===== src/rtl/write_merge_buffer_pkg.sv =====
// write_merge_buffer_pkg: shared line types and buffer state encoding
package write_merge_buffer_pkg;
  typedef logic [127:0] lc3b_line;
  typedef logic [15:0] lc3b_line_mask;
  typedef logic [11:0] lc3b_line_tag;
  typedef enum logic [1:0] {WMB_EMPTY, WMB_MERGING, WMB_DRAIN} wmb_state_t;
endpackage


===== src/rtl/write_merge_buffer_line_byte_merge.sv =====
// line_byte_merge: inserts a masked store word into a line image at a byte offset
module line_byte_merge #(
  parameter int LINE_BYTES = 16,
  parameter int WORD_BYTES = 2,
  localparam int OFF_W = $clog2(LINE_BYTES)
) (
  input  logic [OFF_W-1:0]        offset,
  input  logic [8*LINE_BYTES-1:0] line,
  input  logic [LINE_BYTES-1:0]   mask,
  input  logic [8*WORD_BYTES-1:0] word,
  input  logic [WORD_BYTES-1:0]   wmask,
  output logic [8*LINE_BYTES-1:0] merged_line,
  output logic [LINE_BYTES-1:0]   merged_mask
);
  logic [LINE_BYTES-1:0] wide_mask;
  logic [8*LINE_BYTES-1:0] wide_word;
  // bytes shifted past the line end fall off, so there is no wrap
  assign wide_mask = LINE_BYTES'(wmask) << offset;
  assign wide_word = (8*LINE_BYTES)'(word) << {offset, 3'b000};
  for (genvar g = 0; g < LINE_BYTES; g++) begin : g_byte
    assign merged_line[8*g +: 8] = wide_mask[g] ? wide_word[8*g +: 8] : line[8*g +: 8];
    assign merged_mask[g] = mask[g] | wide_mask[g];
  end
endmodule


===== src/rtl/write_merge_buffer.sv =====
// write_merge_buffer: coalesces sub-line stores into one line write, drained on tag change, flush or idle timeout
module write_merge_buffer
  import write_merge_buffer_pkg::*;
#(
  parameter int LINE_BYTES = 16,
  parameter int WORD_BYTES = 2,
  parameter int ADDR_W = 16,
  parameter int TIMEOUT = 16,
  localparam int OFF_W = $clog2(LINE_BYTES),
  localparam int TAG_W = ADDR_W - OFF_W
) (
  input  logic                    clk,
  input  logic                    reset_n,
  input  logic                    in_valid,
  output logic                    in_ready,
  input  logic [ADDR_W-1:0]       in_addr,
  input  logic [8*WORD_BYTES-1:0] in_word,
  input  logic [WORD_BYTES-1:0]   in_wmask,
  input  logic                    flush,
  output logic                    out_valid,
  input  logic                    out_ready,
  output logic [TAG_W-1:0]        out_tag,
  output logic [8*LINE_BYTES-1:0] out_data,
  output logic [LINE_BYTES-1:0]   out_bmask,
  output logic                    empty
);
  localparam int CNT_W = $clog2(TIMEOUT + 2);
  wmb_state_t state_q, state_d;
  logic [TAG_W-1:0] tag_q, tag_d, in_tag;
  logic [8*LINE_BYTES-1:0] data_q, data_d, base_line, merged_line;
  logic [LINE_BYTES-1:0] mask_q, mask_d, base_mask, merged_mask;
  logic [CNT_W-1:0] cnt_q, cnt_d;
  logic [OFF_W-1:0] in_off;
  logic store, timeout_hit;
  assign in_tag = in_addr[ADDR_W-1:OFF_W];
  assign in_off = in_addr[OFF_W-1:0];
  // allocation starts from a clean line rather than the stale image
  assign base_line = state_q == WMB_EMPTY ? '0 : data_q;
  assign base_mask = state_q == WMB_EMPTY ? '0 : mask_q;
  line_byte_merge #(.LINE_BYTES(LINE_BYTES), .WORD_BYTES(WORD_BYTES)) u_merge (
    .offset(in_off),
    .line(base_line),
    .mask(base_mask),
    .word(in_word),
    .wmask(in_wmask),
    .merged_line(merged_line),
    .merged_mask(merged_mask)
  );
  assign in_ready = reset_n && (state_q == WMB_EMPTY || (state_q == WMB_MERGING && in_tag == tag_q));
  assign store = in_valid && in_ready && |in_wmask;
  assign timeout_hit = TIMEOUT != 0 && cnt_q == CNT_W'(TIMEOUT);
  always_comb begin
    tag_d = store ? in_tag : tag_q;
    data_d = store ? merged_line : data_q;
    mask_d = store ? merged_mask : mask_q;
    cnt_d = store ? '0 : cnt_q == CNT_W'(TIMEOUT) ? cnt_q : cnt_q + 1'b1;
    state_d = state_q == WMB_EMPTY ? (store ? (flush ? WMB_DRAIN : WMB_MERGING) : WMB_EMPTY) :
              state_q == WMB_MERGING ? ((flush || timeout_hit || (in_valid && !in_ready)) ? WMB_DRAIN : WMB_MERGING) :
              (out_ready ? WMB_EMPTY : WMB_DRAIN);
  end
  always_ff @(posedge clk) begin
    if (!reset_n) begin
      state_q <= WMB_EMPTY;
      tag_q <= '0;
      data_q <= '0;
      mask_q <= '0;
      cnt_q <= '0;
    end else begin
      state_q <= state_d;
      tag_q <= tag_d;
      data_q <= data_d;
      mask_q <= mask_d;
      cnt_q <= cnt_d;
    end
  end
  assign out_valid = state_q == WMB_DRAIN;
  assign empty = state_q == WMB_EMPTY;
  assign out_tag = tag_q;
  assign out_data = data_q;
  assign out_bmask = mask_q;
endmodule


===== config.mk =====
export PLATFORM = sky130hd
export DESIGN_NAME = write_merge_buffer
export DESIGN_NICKNAME = d
export VERILOG_FILES = /design/src/rtl/write_merge_buffer_pkg.sv /design/src/rtl/write_merge_buffer_line_byte_merge.sv /design/src/rtl/write_merge_buffer.sv
export SDC_FILE = /design/constraint.sdc
export NUM_CORES = 1
export LEC_CHECK = 0
export ABC_AREA = 1
export CORE_MARGIN = 3
export CORE_UTILIZATION = 40
export CTS_CLUSTER_SIZE = 12
export DETAILED_ROUTE_END_ITERATION = 7
export DONT_BUFFER_PORTS = 1
export GPL_ROUTABILITY_DRIVEN = 0
export GPL_TIMING_DRIVEN = 0
export PLACE_DENSITY_LB_ADDON = 0.25
export SLEW_MARGIN = 20
export SYNTH_ARGS = -nofsm -noshare
export SYNTH_HDL_FRONTEND = slang
export SYNTH_SLANG_ARGS = --single-unit

===== constraint.sdc =====
create_clock -name clk -period 2.5 [get_ports clk]
set_clock_uncertainty 0.2 [all_clocks]
set_input_delay 0.5 -clock clk [delete_from_list [all_inputs] [get_ports clk]]
set_output_delay 0.5 -clock clk [all_outputs]
set_load 0.02 [all_outputs]

* Yosys cells after proc, flatten, opt, wreduce, memory -nomap -nowiden
Index checks and enable logic that the tools add are counted.
Storage, ports and cells: register bits after elaboration 163, bits of input ports 39, output and inout port bits 159, word-level logic and storage cells 112
Operators by class: $add $sub $neg 1, equal/unequal tests 4, shift-type cells 2, mux-type cells 24, bitwise logic cells 17, reduce and logical (&&, ||, !) cells 44
Operators with widths (number):
- two-way mux 128 bit | 1
- two-way mux 8 bit | 16
- left shift 16 x 7 -> 128 bit | 1
- AND reduction 2 bit | 16
- nonzero test 2 bit | 16
- two-way mux 16 bit | 1
- OR 1 bit | 16
- left shift 2 x 4 -> 16 bit | 1
- equality test 12 bit | 1
- two-way mux 2 bit | 6
- adder 5 x 1 -> 5 bit (second input constant) | 1
- equality test 5 bit (second input constant) | 1
- logical AND 1 bit | 5
- OR reduction 2 bit | 2
- logical OR 1 bit | 3
- equality test 2 x 1 -> 1 bit (second input constant) | 1
- equality test 2 bit (second input constant) | 1
- logical NOT 2 bit | 1
- logical NOT 1 bit | 1
- NOT 1 bit | 1

* Longest topological paths before layout
Gate-level depths: netlist of run 1.
word-level depth 10, mapped depth 15, gate-level depth less buffers 14

* Hierarchy
From an unflattened synthesis of run 1, not the netlist that was laid out.
Unflattened totals: cells, all modules 1480, area, all modules 9230.1 um2
Modules (own cells, without submodules):
- write_merge_buffer | times used 1, cells each 943, area each 6891.6 um2, sequential area each 3263.1 um2
- line_byte_merge | times used 1, cells each 537, area each 2338.5 um2, sequential area each 0.0 um2

* Least setup slack after synthesis of run 1
No wires, ideal clock.
kind flip-flop to output port, start point reg state_q[1], end point out in_ready, data arrival time 1369 ps, required time 1800 ps, path slack 431 ps, stages on the path, launching flop included 5, buffers on the path 1, cell sequence dfxtp_1 > nor2_1 > inv_2 > a21oi_4 > buf_2
Between the ends: elaborated cells on any way between the ends 5, those cells by class 1 x eq/ne; 4 x reduce/logical
RTL lines:
- start, declared | line write_merge_buffer.sv:28 | wmb_state_t state_q, state_d;
- start signal, assigned | line write_merge_buffer.sv:69 | state_q <= state_d;
- logical NOT 2 bit
- via empty | line write_merge_buffer.sv:25 | output logic empty
- logical OR 1 bit | line write_merge_buffer.sv:49 | assign in_ready = reset_n && (state_q == WMB_EMPTY || (state_q == WMB_MERGING && in_tag == tag_q));
- logical AND 1 bit | line write_merge_buffer.sv:49
- end, declared | line write_merge_buffer.sv:15 | output logic in_ready,
The timed path passes the listed nets, and every way through them passes these cells.

* Worst setup path after layout of run 1
start point reg tag_q[6] (netlist: out_tag[6]), end point out in_ready
Between the ends: cells in the longest elaborated chain, start to end 4
RTL lines:
- start, declared | line write_merge_buffer.sv:29 | logic [TAG_W-1:0] tag_q, tag_d, in_tag;
- start signal, assigned | line write_merge_buffer.sv:70 | tag_q <= tag_d;
- equality test 12 bit | line write_merge_buffer.sv:49
- logical AND 1 bit | line write_merge_buffer.sv:49
- logical OR 1 bit | line write_merge_buffer.sv:49
- logical AND 1 bit | line write_merge_buffer.sv:49
No other way between the ends.

==> summary.txt, run 1 <==
Run status
  • Run status: complete, no violations

Synthesis
  • Synth Warn #: 0
  • Count of state elements after synthesis: 163
  • Syn nets: 1091
  • Post-synthesis instance area: 7450 µm²
  • Sequential fraction of the synthesis area: 0.438
  • Most area-consuming cells after synthesis: dfxtp_1 (44%), nand2_1 (13%), nand4_1 (12%), a21oi_1 (10%), nor2_1 (4.1%)
  • Gate count of the mapped netlist: 1050
  • Number of different library cells in the post-synthesis netlist: 30
  • Synth top area share: 0.438
  • Average cell area after synthesis: 7.09 µm²
  • Leading area contributor after synthesis: dfxtp_1

Floorplanning
  • Initial Util: 0.410
  • Row count: 49
  • Area of the die: 20300 µm²
  • IO Pins: 198
  • Height of the die: 142 µm
  • Core footprint: 18100 µm²
  • Die width: 142 µm

Cells and area
  • Relative area change from synthesis to final layout: 15.6%
  • Leading cell type in the layout, fill and taps excluded: nand2_1
  • Filler cells: 1866
  • Number of standard cells in the layout, taps in and fillers out: 1329
  • Area taken by multi-input logic gates: 3600 µm²
  • Fraction of final layout cells sized beyond drive strength 1: 0.0964
  • Flip-flop and latch area: 3300 µm²
  • Number of nets in the layout: 1128
  • Diode insertion count for antenna repair: 0
  • Most frequent cells in the layout: nand2_1 (261), dfxtp_1 (150), a21oi_1 (149)

STA
  • Worst max-slew margin expressed relative to the limit: 0.406
  • Setup repair after global routing missed its margin: yes
  • Transition at the pin with the smallest max-transition slack: 882 ps
  • Time the final worst path needs with I/O delays and setup: 2420 ps
  • Hold Violations, Final: 0
  • Fmax: 0.413 GHz
  • Final critical-path share of the clock period: 0.969
  • Final Worst Setup Slack: 76.6 ps
  • Number of slew-limit violations in the final report: 0
  • Setup violators final: 0

Critical path
  • Depth of the most critical reg-to-reg path: 13
  • Kind of critical path: reg2out
  • Worst flop-to-flop path endpoint: out_data[61]
  • Endpoint class of the critical path: output pin
  • Worst-case register-to-register setup slack: 160 ps
  • Slowest stage cell, crit path: dfxtp_4
  • Data arrival time of the critical path: 1720 ps
  • Biggest cell delay along the critical path: 390 ps
  • Setup crit start kind: flop
  • Cell mode on critical path: nand2_1
  • Worst endpoint required time: 1800 ps
  • Crit Path Max Fanout: 5
  • Cells along the critical path: inv_2, nand2_1, nand2_1, nor2_2, nand2_1, nor2_1, nand2_2, a21oi_4, buf_8
  • Reg-to-Reg Start: out_tag[6]
  • Critical Path Source: out_tag[6]

Placed design
  • Placement-stage worst setup slack: -194 ps
  • Number of buffer cells added on primary ports: 0
  • Number of instances in the placed design: 1279
  • HPWL after detailed placement: 21.3 mm

Global routing
  • Global routing usage on met1: 0.334
  • GRT met2 Usage: 0.418
  • First-pass GRT wire length: 41.6 mm
  • Combined global-route utilization of all metal layers: 0.268
  • Antenna violations before repair: 0
  • Maximum number of pins on one net before global-route repair: 17
  • GR Layer Usage met3: 0.121
  • Global-route layer with the greatest usage: met2
  • GRT overflow: 0
  • Number of global-route vias before repair: 7173

Clocking
  • Clock tree from TritonCTS: done
  • Clock-pin slew on the worst setup and hold paths: 70 ps
  • Inserted Clock Buffers: 17
  • Clk buf depth: 2
  • CTS H-tree depth: 4
  • Clock latency of the later-clocked register in the worst-skew pair: 440 ps
  • Clock root cell: clkbuf_16
  • Clock sink count: 163

Flow run
  • Max-Cap Viols: 0

Routing
  • DRT Pass-1 Iters: 6
  • DR DRC count: 0
  • Antenna Violating Nets Remaining: 0
  • Number of vias in the routed layout: 7847
  • Iter 0 DRT Violations: 831
  • Routed Wire Length: 28.2 mm
  • Vias per std cell: 5.90
  • WL per Instance: 21.2 µm

Power and ir drop
  • Power density relative to cell area: 718 nW/µm²
  • Overall power of the completed layout: 6.18 mW
  • Leakage power of the design: 2.98 nW
  • VDD IR-drop max: 0.000496 V

Hold path
  • Worst hold stages: 2
  • Origin of the worst min-delay path: in_addr[13]
  • Endpoint, Worst Hold: out_tag[9]
  • Hold crit path type: in2reg
layer usage:
| layer | vias up | wire length (µm) | share of wire |
|---|---|---|---|
| met5 | - | 0 | 0 |
| met1 | 3650 | 10800 | 0.38 |
| met3 | 62 | 3980 | 0.14 |
| met2 | 458 | 12600 | 0.45 |
| li1 | 3677 | - | - |
| met4 | 0 | 836 | 0.030 |
worst max-delay path by stage:
stage | endpoint | cells after the start | slack, ps
floorplan | in_ready | 4 | 430
global placement | out_data[62] | 7 | -170
detailed placement | out_data[62] | 7 | -190
CTS | in_ready | 9 | 3
global route | in_ready | 9 | -30
finish | in_ready | 9 | 80
sequential cells by signal (all words and copies together) (netlist names):
signal     cells
cnt_q          5
state_q        2
out_bmask     16
out_tag       12
out_data     128
what timing repair did:
| item | 4_1_cts | 5_1_grt |
|---|---|---|
| setup buffers | 7 | 7 |
| hold buffers | 3 | 0 |
| endpoints found under the hold margin | 3 | 0 |
| gates cloned | 0 | 1 |
| endpoints found under the setup margin | 110 | 104 |
| resized for setup | 17 | 27 |
| pin swaps | 1 | 10 |
final cells by class:
| cell class | count | share of cell area |
|---|---|---|
| tap | 229 | 0.0333 |
| timing repair buffer | 18 | 0.0186 |
| multi-input combinational | 737 | 0.418 |
| sequential | 163 | 0.383 |
| clock inverter | 15 | 0.0227 |
| buffer | 74 | 0.0408 |
| clock buffer | 17 | 0.0494 |
| inverter | 76 | 0.0334 |
worst max-delay path, delay by kind of cell, from the launching register on:
| family | cells | cell delay [ps] |
|---|---|---|
| buf+inv | 2 | 200 |
| simple gates | 6 | 500 |
| flops | 1 | 390 |
| compound gates | 1 | 170 |
Yosys cell counts:
library cell,n
nand3_1,36
clkbuf_1,47
o31ai_1,1
nor3_1,8
nand2_1,265
xnor2_1,1
nor2_1,82
inv_1,59
nand4_2,2
o21ai_0,22
a31oi_1,1
o32ai_1,6
o22ai_1,10
inv_2,2
nor2_2,1
o22ai_2,1
mux2i_1,6
o211ai_1,1
buf_2,13
clkinv_1,15
o21a_1,2
nand4_1,137
buf_4,11
xor2_1,1
dfxtp_1,163
a21oi_1,149
or2_2,2
buf_1,3
ha_1,2
a21oi_4,1
per-stage QoR:
stage	area, µm²	utilization	TNS (ps)	hold WS, ps
after CTS	8470	0.467	0	13.3
after floorplan	7450	-	0	248
final	8610	0.474	0	21.3
after global routing	8610	0.474	-29.5	9.76
after global placement	7730	0.426	-9060	265
after detailed placement	7730	0.426	-10860	272
power by group:
part / switching, mW / leakage (nW) / internal (mW)
Clock: 1.17 / 0.303 / 1.60
Combinational: 0.525 / 1.35 / 0.187
Sequential: 0.0698 / 1.32 / 2.63
Total: 1.76 / 2.98 / 4.42
logic make-up after synthesis:
| group | count (synthesis) | share of synthesized area |
|---|---|---|
| AND/OR/NAND/NOR | 533 | 0.325 |
| AO/OA/AOI/OAI | 194 | 0.139 |
| flip-flops | 163 | 0.438 |
| buffers and inverters | 150 | 0.0833 |
| multiplexers | 6 | 0.00807 |
| XOR/XNOR | 2 | 0.00235 |
| adder cells (fa/ha/maj) | 2 | 0.00336 |
No activity file was read; power rests on OpenSTA's default activity.
==> inputs of run 2 (changes only) <==
Settings changed: CELL_PAD_IN_SITES_DETAIL_PLACEMENT from default to 1, CELL_PAD_IN_SITES_GLOBAL_PLACEMENT from default to 1.
==> run 2 against run 1 <==
  * Worst setup slack got worse by 74 ps
  * Count of clock-buffer cells in the layout rose by 3
  * Sequential cell count did not move
  * Register-to-register slack got worse by 70 ps
  * Via count rose by 1.7%
  * Highest routed layer unchanged
  * Utilization fell by 0.54 points
  * Global-route usage rose by 2.2 points
  * Total power fell by 2.7%
  * Sequential power barely moved
  * Combinational power rose by 3.4%
  * Maximum frequency fell by 3.0%
  * Die area did not move
==> summary.txt, run 2 (same netlist as run 1, synthesis figures left out) <==
Power and ir drop
  • Power density relative to cell area: 707 nW/µm²
  • Leakage power of the design: 2.94 nW
  • VDD IR-drop max: 0.000514 V

Cells and area
  • Diode insertion count for antenna repair: 0
  • Filler cells: 2340
  • Number of standard cells in the layout, taps in and fillers out: 1325
  • Most frequent cells in the layout: nand2_1 (261), dfxtp_1 (150), a21oi_1 (149)
  • Leading cell type in the layout, fill and taps excluded: nand2_1
  • Fraction of final layout cells sized beyond drive strength 1: 0.0940
  • Number of flip-flops under the largest register name: 128
  • Core Util, Final: 0.469
  • Relative area change from synthesis to final layout: 14.3%
  • Design Area, Final: 8510 µm²
  • Number of nets in the layout: 1126

Critical path
  • Cell mode on critical path: nand2_2
  • Cells along the critical path: inv_2, nand2_2, nand2_2, nor2_2, nand2_1, nor2_1, nand2_2, a21oi_4, buf_8
  • Worst endpoint required time: 1800 ps
  • Crit Path Max Fanout: 6
  • Depth of the most critical reg-to-reg path: 12
  • Slowest stage cell, crit path: dfxtp_4
  • Reg-to-Reg Start: out_tag[6]
  • Biggest cell delay along the critical path: 390 ps
  • Setup crit start kind: flop
  • Data arrival time of the critical path: 1800 ps
  • Worst-case register-to-register setup slack: 90 ps
  • Worst flop-to-flop path endpoint: out_data[24]
  • Endpoint class of the critical path: output pin
  • Kind of critical path: reg2out

Routing
  • Routed Wire Length: 30.7 mm
  • Number of vias in the routed layout: 7984
  • DR DRC count: 0
  • WL per Instance: 23.2 µm
  • Iter 0 DRT Violations: 636
  • Antenna Violating Nets Remaining: 0
  • Vias per std cell: 6.03
  • DRT Pass-1 Iters: 5

Global routing
  • Maximum number of pins on one net before global-route repair: 17
  • Number of global-route vias before repair: 7778
  • Combined global-route utilization of all metal layers: 0.290
  • GRT overflow: 0
  • Antenna violations before repair: 0
  • First-pass GRT wire length: 45.2 mm

Placed design
  • Number of instances in the placed design: 1279
  • Placement-stage worst setup slack: -256 ps
  • Placed inst area: 7730 µm²
  • HPWL after detailed placement: 23.1 mm
  • Number of buffer cells added on primary ports: 0

Clocking
  • Clock sink count: 163
  • Clock latency of the later-clocked register in the worst-skew pair: 430 ps
  • Inserted Clock Buffers: 17
  • Clock tree from TritonCTS: done
  • Clock-pin slew on the worst setup and hold paths: 60 ps
  • Clk buf depth: 2
  • Clock root cell: clkbuf_16
  • CTS H-tree depth: 4

Floorplanning
  • Area of the die: 20300 µm²
  • Initial Util: 0.410
  • Row count: 49
  • IO Pins: 198
  • Core footprint: 18100 µm²
  • Die width: 142 µm
  • Height of the die: 142 µm

Hold path
  • Worst hold stages: 2
  • Hold crit path type: in2reg
  • Endpoint, Worst Hold: out_tag[5]
  • Origin of the worst min-delay path: in_addr[9]

STA
  • Time the final worst path needs with I/O delays and setup: 2500 ps
  • Setup repair after global routing missed its margin: yes
  • Final critical-path share of the clock period: 0.999
  • Fmax: 0.400 GHz
  • Number of slew-limit violations in the final report: 0
  • Transition at the pin with the smallest max-transition slack: 1040 ps
  • Worst max-slew margin expressed relative to the limit: 0.296
  • Hold Violations, Final: 0
  • Post-Route Setup TNS: 0 ps
  • Final Worst Setup Slack: 2.89 ps
  • Setup violators final: 0

Run status
  • Run status: complete, no violations

Flow run
  • Max-Cap Viols: 0
==> run 2: repair_timing <==
| action | in CTS | in global routing |
|---|---|---|
| cloned | 0 | 1 |
| resized for setup | 12 | 27 |
| pin swaps | 3 | 7 |
| hold buffers | 1 | 0 |
| setup endpoints to repair | 94 | 51 |
| endpoints found under the hold margin | 1 | 0 |
| buffers inserted | 10 | 4 |
==> run 2: worst max path at each step <==
stage | slack (ps) | startpoint | to | cells after the start
floorplan | 430 | state_q[1] | in_ready | 4
global placement | -190 | state_q[1] | out_data[113] | 7
detailed placement | -260 | state_q[1] | out_data[119] | 7
CTS | -110 | out_tag[10] | in_ready | 9
global route | -120 | out_tag[6] | in_ready | 9
finish | 3 | out_tag[6] | in_ready | 9
==> run 2: per-layer routing <==
metal / share of wire / track usage / up-vias
met5: 0 / 0 / -
met4: 0.034 / 0.114 / 0
met3: 0.11 / 0.111 / 74
met2: 0.45 / 0.444 / 416
met1: 0.40 / 0.370 / 3820
li1: - / - / 3674
==> run 2: worst max-delay path: cells and delay by family, from the launching register on <==
family          cells  cell delay, ps
simple gates        6             480
flops               1             390
compound gates      1             250
buf+inv             2             230
==> run 2: layout make-up <==
class / count / area, µm² / area share
Timing Repair Buffer: 16 / 140 / 0.0165
Tap cell: 229 / 287 / 0.0337
Buffer: 74 / 348 / 0.0409
Inverter: 76 / 285 / 0.0335
Clock inverter: 10 / 110 / 0.0129
Multi-Input combinational cell: 737 / 3580 / 0.421
Clock buffer: 20 / 457 / 0.0537
Sequential cell: 163 / 3300 / 0.388
==> run 2: per-stage QoR <==
step,hold WS [ps],total power [mW]
after CTS,2.33,5.99
final,18.2,6.02
after floorplan,248,3.20
after global routing,2.09,6.23
after global placement,264,3.41
after detailed placement,276,3.42
==> run 2: report_power, final <==
part | switching [mW] | total, mW | internal, mW
logic | 0.552 | 0.735 | 0.183
registers | 0.0681 | 2.70 | 2.63
clock network | 1.07 | 2.58 | 1.51
==> inputs of run 3 (changes only) <==
Settings changed: SYNTH_HIERARCHICAL from default to 1.
==> run 3 against run 2 <==
  * Combinational power increased by 39%
  * Total power increased by 14%
  * Critical path depth decreased by 1
  * Largest power group unchanged
  * Wire length increased by 16%
  * Sequential cell count unchanged
  * Die area increased by 23%
==> summary.txt, run 3 <==
Synthesis
  • Most area-consuming cells after synthesis: dfxtp_1 (35%), nand2_1 (13%), a21oi_1 (8.7%), inv_1 (8.2%), o21ai_1 (7.4%)
  • Average cell area after synthesis: 6.24 µm²
  • Number of enable-type register cells in the synthesized netlist: 0
  • Share of synthesized flip-flops with an asynchronous set or reset: 0
  • Dominant cell by count in the synthesized netlist: nand2_1
  • Synth top cells by count: nand2_1 (327), inv_1 (202), nor2_1 (174)
  • Gate count of the mapped netlist: 1480
  • Syn nets: 1521
  • Count of state elements after synthesis: 163
  • Post-synth top flop: dfxtp_1
  • Post-synthesis instance area: 9230 µm²
  • Sequential fraction of the synthesis area: 0.354
  • Synth top area share: 0.354
  • Number of different library cells in the post-synthesis netlist: 30
  • Leading area contributor after synthesis: dfxtp_1
  • Synth Warn #: 6

Placed design
  • HPWL after detailed placement: 25.9 mm
  • Number of instances in the placed design: 1760
  • Placement-stage worst setup slack: -279 ps
  • Number of buffer cells added on primary ports: 0

Power and ir drop
  • Power density relative to cell area: 669 nW/µm²
  • Leakage power of the design: 4.22 nW
  • VDD IR-drop max: 0.000321 V
  • Overall power of the completed layout: 6.87 mW

STA
  • Final critical-path share of the clock period: 0.987
  • Setup violators final: 0
  • Worst Hold Margin: 31.5 ps
  • Transition at the pin with the smallest max-transition slack: 1230 ps
  • Number of slew-limit violations in the final report: 0
  • Hold Violations, Final: 0
  • Fmax: 0.405 GHz
  • Final Worst Setup Slack: 31.4 ps
  • Worst max-slew margin expressed relative to the limit: 0.173
  • Setup repair after global routing missed its margin: no
  • Time the final worst path needs with I/O delays and setup: 2470 ps

Critical path
  • Crit Path Max Fanout: 10
  • Data arrival time of the critical path: 2630 ps
  • Reg-to-Reg Start: state_q[0]
  • Endpoint class of the critical path: flop
  • Setup crit start kind: input port
  • Worst endpoint required time: 2660 ps
  • Critical Path Source: in_addr[0]
  • Kind of critical path: in2reg

Routing
  • WL per Instance: 19.9 µm
  • Vias per std cell: 5.45
  • DRT Pass-1 Iters: 5
  • DR DRC count: 0
  • Iter 0 DRT Violations: 692
  • Number of vias in the routed layout: 9776
  • Routed Wire Length: 35.7 mm
  • Antenna Violating Nets Remaining: 0

Clocking
  • Clock sink count: 163
  • Post-CTS setup-driven buffer insertion count: 0
  • Inserted Clock Buffers: 17
  • CTS H-tree depth: 4
  • Clock root cell: clkbuf_16
  • Clock-pin slew on the worst setup and hold paths: 60 ps
  • Clock latency of the later-clocked register in the worst-skew pair: 430 ps
  • Clk buf depth: 2
  • Clock tree from TritonCTS: done

Cells and area
  • Area taken by multi-input logic gates: 4600 µm²
  • Flip-flop and latch area: 3290 µm²
  • Number of standard cells in the layout, taps in and fillers out: 1795
  • Fraction of final layout cells sized beyond drive strength 1: 0.0905
  • Relative area change from synthesis to final layout: 11.3%
  • Most frequent cells in the layout: nand2_1 (326), inv_1 (201), nor2_1 (172)
  • Filler cells: 3012
  • Core Util, Final: 0.462
  • Number of flip-flops under the largest register name: 128
  • Leading cell type in the layout, fill and taps excluded: nand2_1
  • Number of nets in the layout: 1541

Floorplanning
  • Height of the die: 158 µm
  • Row count: 54
  • Die width: 158 µm
  • IO Pins: 198
  • Core footprint: 22200 µm²
  • Initial Util: 0.415
  • Area of the die: 24900 µm²

Global routing
  • GRT overflow: 0
  • First-pass GRT wire length: 53.7 mm
  • Combined global-route utilization of all metal layers: 0.281
  • Antenna violations before repair: 2
  • Maximum number of pins on one net before global-route repair: 17
  • Number of global-route vias before repair: 9563

Hold path
  • Origin of the worst min-delay path: flush
  • Hold crit path type: in2reg

Flow run
  • Max-Cap Viols: 0

Run status
  • Run status: complete, no violations
[run 3: changes by cell type in the layout (fill, tap and decap cells not counted), moves of 10 or more]
cell      before  now
nand2_1      261  326
clkinv_1      15    0
buf_4         26    6
nand4_1      137    9
nor2_1        78  172
clkbuf_1      48   37
nand3_1       36   78
inv_1         54  201
buf_6          0   31
o21ai_0       22   98
a21oi_1      149  161
o21ai_1        0  130
o22ai_1       10    0
[run 3: final timing paths]
path | slack (ps) | cells after the start | endpoint
worst max register to register | 270 | 8 | out_data[40]
worst max-delay path | 30 | 8 | out_data[113]
worst min register to register | 310 | 2 | cnt_q[0]
worst min-delay path | 30 | 3 | state_q[0]
[run 3: power by group]
part	total [mW]	leakage, nW	internal, mW	switching (mW)
clock network	2.72	0.290	1.56	1.16
registers	3.13	1.34	2.78	0.352
logic	1.02	2.59	0.299	0.726
[run 3: logic make-up after synthesis]
logic type                 synth area share
AOI/OAI and AO/OA                     0.218
xor gates and xnor gates            0.00285
buffers and inverters                 0.153
DFF                                   0.354
adders and majority gates           0.00271
and+or+nand+nor                       0.270
[run 3: repair_timing]
action / 4_1_cts / 5_1_grt
hold buffers: 1 / 0
gates resized for setup: 13 / 17
endpoints found under the hold margin: 1 / 0
setup endpoints to repair: 15 / 12
pin swaps: 0 / 1
[run 3: final cells by class]
class	instances	share of cell area
sequential	163	0.320
clock inverter	11	0.0122
timing repair buffer	1	0.000974
multi-input combinational	1014	0.447
clock buffer	21	0.0458
buffer	98	0.0639
antenna	2	0.000487
tap	280	0.0341
inverter	205	0.0751
[run 3: layer usage]
metal | up-vias | GRT usage | share of wire
met2 | 305 | 0.454 | 0.46
met1 | 4661 | 0.357 | 0.42
li1 | 4750 | - | -
met5 | - | 0 | 0
met3 | 60 | 0.0916 | 0.098
met4 | 0 | 0.0843 | 0.025
[run 3: critical path, cell delays in order]
cell,delay (ps)
buf_2,180
buf_2,270
nand2_1,100
o21ai_0,950
nand3_1,290
nand2_1,130
o21ai_0,80
a21oi_1,130
[run 3: through the flow]
step                      TNS (ps)  cell area [µm²]
after floorplan                  0             9230
after global placement      -21270             9580
after CTS                        0            10200
final                            0            10300
after global routing             0            10300
after detailed placement     -5980             9610
